==> config.mk <==
export PLATFORM = sky130hd
export DESIGN_NAME = irq_ctrl
export DESIGN_NICKNAME = d
export VERILOG_FILES = /design/src/rtl/irq_ctrl.sv
export SDC_FILE = /design/constraint.sdc
export NUM_CORES = 1
export LEC_CHECK = 0
export CAP_MARGIN = 20
export CORE_ASPECT_RATIO = 1.75
export CORE_MARGIN = 5
export CORE_UTILIZATION = 25
export DETAILED_ROUTE_END_ITERATION = 10
export PLACE_DENSITY_LB_ADDON = 0.15
export SLEW_MARGIN = 0
export SYNTH_ARGS = -nofsm -noshare
export SYNTH_HDL_FRONTEND = slang
export SYNTH_SLANG_ARGS = --single-unit
==> constraint.sdc <==
create_clock -name clk -period 1.6 [get_ports clk]
set_clock_uncertainty 0.05 [all_clocks]
set_input_delay 0.16 -clock clk [delete_from_list [all_inputs] [get_ports clk]]
set_output_delay 0.16 -clock clk [all_outputs]
set_load 0.03 [all_outputs]
==> src/rtl/irq_ctrl.sv <==
// irq_ctrl: fixed-priority interrupt controller with a 4-word register window.
// Build option: define IRQ_CTRL_EDGE_EN to add edge latches, the EDGE register
// and STATUS write-1-to-clear. Without it every source is level sensitive.
module irq_ctrl #(
    parameter int unsigned NSRC = 8
) (
    input  logic            clk,
    input  logic            reset,
    input  logic [NSRC-1:0] src,
    input  logic            cs,
    input  logic [1:0]      addr,
    input  logic [31:0]     wdata,
    input  logic [3:0]      wstrb,
    output logic [31:0]     rdata,
    output logic            irq,
    output logic [29:0]     ivector
);

    logic [NSRC-1:0] s1;
    logic [NSRC-1:0] s2;
    logic [NSRC-1:0] enable_q;
    logic [24:0]     vbase_q;    // VBASE[31:7]
    logic [NSRC-1:0] pending;
    logic [NSRC-1:0] active;
    logic [2:0]      id;
    logic            found;

    // Two-flop synchronizer for the asynchronous source lines
    always_ff @(posedge clk or negedge reset) begin
        if (!reset) begin
            s1 <= '0;
            s2 <= '0;
        end else begin
            s1 <= src;
            s2 <= s1;
        end
    end

    // ENABLE and VBASE registers, byte-lane gated writes
    always_ff @(posedge clk or negedge reset) begin
        if (!reset) begin
            enable_q <= '0;
            vbase_q  <= '0;
        end else if (cs) begin
            if (addr == 2'd0 && wstrb[0])
                enable_q <= wdata[NSRC-1:0];
            if (addr == 2'd2) begin
                if (wstrb[0]) vbase_q[0]     <= wdata[7];
                if (wstrb[1]) vbase_q[8:1]   <= wdata[15:8];
                if (wstrb[2]) vbase_q[16:9]  <= wdata[23:16];
                if (wstrb[3]) vbase_q[24:17] <= wdata[31:24];
            end
        end
    end

`ifdef IRQ_CTRL_EDGE_EN
    logic [NSRC-1:0] s3;
    logic [NSRC-1:0] edge_q;
    logic [NSRC-1:0] edge_nxt;
    logic [NSRC-1:0] latch_q;
    logic [NSRC-1:0] w1c;

    // Next EDGE value and W1C mask seen by the latches at this edge
    always_comb begin
        edge_nxt = edge_q;
        w1c      = '0;
        if (cs && wstrb[0]) begin
            if (addr == 2'd3) edge_nxt = wdata[NSRC-1:0];
            if (addr == 2'd1) w1c      = wdata[NSRC-1:0];
        end
    end

    // Edge latches: a new rise wins over a same-edge clear; leaving edge mode clears
    always_ff @(posedge clk or negedge reset) begin
        if (!reset) begin
            s3      <= '0;
            edge_q  <= '0;
            latch_q <= '0;
        end else begin
            s3      <= s2;
            edge_q  <= edge_nxt;
            latch_q <= edge_nxt & ((latch_q & ~w1c) | (s2 & ~s3));
        end
    end

    // Pending: latched in edge mode, synchronized level otherwise
    always_comb begin
        pending = latch_q | (~edge_q & s2);
    end
`else
    // Pending follows the synchronized level on every source
    always_comb begin
        pending = s2;
    end
`endif

    // Masking and fixed priority, lowest index wins
    always_comb begin
        active = pending & enable_q;
        id     = '0;
        found  = 1'b0;
        for (int unsigned i = 0; i < NSRC; i++) begin
            if (active[i] && !found) begin
                id    = 3'(i);
                found = 1'b1;
            end
        end
    end

    // Registered request and vector; vector holds while nothing is active
    always_ff @(posedge clk or negedge reset) begin
        if (!reset) begin
            irq     <= 1'b0;
            ivector <= '0;
        end else begin
            irq <= |active;
            if (|active)
                ivector <= {vbase_q, id, 2'b00};
        end
    end

    // Combinational read mux, zero outside the window and on unused bits
    always_comb begin
        rdata = '0;
        if (cs) begin
            case (addr)
                2'd0: rdata[NSRC-1:0] = enable_q;
                2'd1: begin
                    rdata[NSRC-1:0] = pending;
                    rdata[10:8]     = id;
                    rdata[11]       = irq;
                end
                2'd2: rdata[31:7] = vbase_q;
`ifdef IRQ_CTRL_EDGE_EN
                2'd3: rdata[NSRC-1:0] = edge_q;
`endif
                default: rdata = '0;
            endcase
        end
    end

endmodule

==> results_tabular.tex <==
\begin{tabular}{lr}
\hline
Metric & Value \\
\hline
\multicolumn{2}{l}{\textbf{Clock network}} \\
CTS clk-pin slew, worst paths & about 60 ps \\
Maximum buffer depth of the clock tree & 2 \\
Source-to-sink clock delay at the later pin of the worst-skew pair & 330 ps \\
Clock tree from TritonCTS & yes \\
Clock sink total & 78 \\
CTS Root Buffer Type & sky130\_fd\_sc\_hd\_\_clkbuf\_16 \\
TritonCTS Buffers & 9 \\
H-Tree Level Count & 3 \\
\multicolumn{2}{l}{\textbf{Logic synthesis}} \\
Gate count of the mapped netlist & between 200 and 250 \\
Count of distinct cell types in the synthesized netlist & 31 \\
Share of the synthesized area in the top cell type & just under 60\% \\
Syn Std Cell Area & about 3300 µm² \\
Synth area leaders & sky130\_fd\_sc\_hd\_\_dfrtp\_1 59\%, sky130\_fd\_sc\_hd\_\_mux2\_2 14\%, sky130\_fd\_sc\_hd\_\_mux2\_4 7.7\% \\
Cell taking the most area after synthesis & sky130\_fd\_sc\_hd\_\_dfrtp\_1 \\
FF+latch count, synth & 78 \\
Post-synthesis sequential area ratio & approximately three fifths \\
Yosys synthesis warning count & 0 \\
Syn Area/Cell & about 14 µm² \\
\multicolumn{2}{l}{\textbf{Floorplan}} \\
Total die area & about 16,000 µm² \\
Core ar. & 12,900 µm² \\
I/O pin cnt & between 100 and 150 \\
DIE HEIGHT & between 150 and 200 µm \\
Number of cell rows & 55 \\
Die outline width & between 90 and 100 µm \\
Effective utilization at floorplan & roughly a quarter \\
\multicolumn{2}{l}{\textbf{Drt}} \\
Vias & about 2,400 \\
Number of DRC violations after detailed routing & 0 \\
Post-route antenna net violation count & 0 \\
Aggregate routed wire length & 9.57 mm \\
Number of vias per cell & about 4.3 \\
Average wire length per cell after detail routing & roughly 17 µm \\
Total iterations of the first detailed-routing run & 5 \\
DRC violation total after the first TritonRoute iteration & between 60 and 70 \\
\multicolumn{2}{l}{\textbf{Placement}} \\
Quantity of I/O buffers inserted on ports & around 110 \\
Detailed-placement wirelength estimate & a little over 7 mm \\
Placer Congestion & between 0.7 and 0.8 \\
Post-detailed-placement cell area & 4810 µm² \\
\multicolumn{2}{l}{\textbf{Setup path}} \\
Worst setup path class & register to output pin \\
Number of gates on the worst path with buffers counted & 5 \\
WP data required & about 1400 ps \\
Reg-to-reg critical path startpoint & pending[0] \\
Combined buffer and inverter count along the critical path & 1 \\
Worst stage delay on the critical path & 420 ps \\
Kind of end point of the critical path & output pin \\
Arrival time of the worst setup path & $\sim$1700 ps \\
Worst reg2reg setup slack & -100 ps \\
Cell-by-cell listing of the critical path & a22oi\_2 -> o211ai\_1 -> a32oi\_1 -> nor2\_1 -> buf\_4 \\
Sort of element at the start of the critical path & register \\
Launch point of the critical path & pending[6] \\
Critical-path top delay cell & sky130\_fd\_sc\_hd\_\_dfrtp\_1 \\
Critical register-to-register path endpoint & ivector[18] \\
CP Max Fanout & 3 \\
Depth of the worst register-to-register path & 6 \\
CP endpoint & rdata[9] \\
Top cell family by delay on the critical path & compound AO/OA/AOI/OAI gates \\
\multicolumn{2}{l}{\textbf{Timing}} \\
Time the worst path needs with I/O delays and setup & around 1900 ps \\
Final Slew Violations & 0 \\
Worst-case setup margin in the final layout & -288 ps \\
Final Hold Fails & 0 \\
Highest clock frequency the design can meet & roughly 530 MHz \\
Number of failing setup endpoints in the final timing report & 29 \\
Final Cycle Share & 118\% \\
RSZ-0062 raised after global routing & yes \\
Total Negative Setup Slacks & -2620 ps \\
\multicolumn{2}{l}{\textbf{Hold path}} \\
Hold Crit Class & input port to asynchronous set/reset pin \\
\multicolumn{2}{l}{\textbf{Cells and area}} \\
Final Cell Area & roughly 5300 µm² \\
FILL cells & around 1,300 \\
Relative area change from synthesis to final layout & 60.6\% \\
Final \#Nets & 425 \\
Fraction of layout instances using a drive strength above 1 & roughly 43\% \\
Antenna cells & 0 \\
\multicolumn{2}{l}{\textbf{Power and ir drop}} \\
Power density of the placed cells & between 1000 and 1500 nW/µm² \\
Worst-case vdd ir drop & just over 0.0005 V \\
Standby leakage power & $\sim$2.6 nW \\
\multicolumn{2}{l}{\textbf{Global route}} \\
Total Routing Usage GR & 12.2\% \\
Via count of the first global-routing pass & around 2,600 \\
Remaining Overflow, GRT & 0 \\
First-pass GRT wire length & around 15 mm \\
Initial antenna violation count & 0 \\
Pin count of the biggest net entering global routing & $\sim$40 \\
\multicolumn{2}{l}{\textbf{Status}} \\
Outcome & finished, violations left \\
Violated checks & setup timing \\
\multicolumn{2}{l}{\textbf{Flow run}} \\
Max-cap violation count & 0 \\
\hline
\end{tabular}
Yosys cell counts (all sizes together):
library cell and n:
and3 21, nand2b 2, a21oi 2, a311oi 1, nand3 7, mux2 58, clkbuf 8, ha 4
a22oi 10, inv 4, a222oi 1, a32oi 2, buf 6, o21a 1, conb 1, nor2b 7
dfrtp 78, o211ai 2, nand2 9, o21ai 1, nor3b 1, nor2 3, o2111ai 1, a22o 1
power by group:
part | leakage (nW) | internal, W | switching [W]
registers | 0.930 | 0.00242 | 0.000306
clock network | 0.141 | 0.00126 | 0.000833
logic | 1.53 | 0.00121 | 0.00117
total | 2.60 | 0.00489 | 0.00231
sequential cells by signal (all words and copies together), names as in the netlist:
register,count
enable_q,8
irq,1
ivector,28
pending,8
s1,8
vbase_q,25
how the worst min path moves through the flow:
stage	slack [ps]	end
finish	200	ivector[18]
global route	200	s1[0]
CTS	200	ivector[13]
detailed placement	10	ivector[18]
global placement	10	ivector[18]
floorplan	-190	enable_q[0]
what timing repair did:
item,in CTS,in global routing
endpoints found under the hold margin,58,0
setup endpoints to repair,53,53
resized for setup,31,25
hold buffers,1,0
cloned,1,0
buffers inserted,1,2
pin swaps,9,6
layout make-up:
class,instances,area [µm²],share of cell area (%)
Timing Repair Buffer,143,1490,28.1
Clock buffer,10,239,4.51
Tap cell,171,214,4.03
Inverter,4,15.0,0.283
Sequential cell,78,1950,36.8
Multi-Input combinational cell,136,1320,24.9
Clock inverter,6,70.1,1.32
worst reg2reg max path: stages, from the launching register on:
cell                       delay, ps
sky130_fd_sc_hd__dfrtp_1         410
sky130_fd_sc_hd__a22oi_2         210
sky130_fd_sc_hd__and3_4          210
sky130_fd_sc_hd__buf_4           120
sky130_fd_sc_hd__nand2b_4        100
sky130_fd_sc_hd__buf_12          170
sky130_fd_sc_hd__mux2_4          310
cells by family after synthesis:
kind of cell | share of synthesized area [%]
other | 0.114
adder cells (fa/ha/maj) | 1.52
AND/OR/NAND/NOR | 8.83
flip-flops | 59.1
multiplexers | 21.7
buffers and inverters | 3.37
AO/OA/AOI/OAI | 5.34
metal layers:
layer | vias up | track usage (%) | share of wire, %
met4 | 0 | 5.56 | 1.4
li1 | 1103 | - | -
met5 | - | 0 | 0
met1 | 1197 | 12.9 | 36
met3 | 6 | 3.27 | 4.0
met2 | 67 | 22.5 | 58
per-stage QoR:
stage          total power, W  utilization (%)  cells  hold WS [ps]  setup slack (ps)
4_1_cts               0.00732             40.3    546           196              -276
2_1_floorplan         0.00405                -    232          -186             -12.1
6_report              0.00720             41.0    548           201              -288
3_5_place_dp          0.00517             37.2    527          13.6              -343
3_3_place_gp          0.00515             37.2    527          11.7              -329
5_1_grt               0.00755             41.0    548           203              -366
placed cells by master, fill, tap and decap left out, drive strengths merged, types with 2 or more instances in the layout:
master	instances
dfrtp	78
buf	66
mux2	58
clkdlybuf4s50	46
and3	21
dlymetal6s2s	17
dlygate4sd2	12
clkbuf	10
a22oi	10
nand2	9
nand3	7
nor2b	7
inv	5
ha	4
nor2	3
clkinvlp	3
nand2b	2
o211ai	2
conb	2
a32oi	2
a21oi	2
Power figures use the tool's default switching activity.
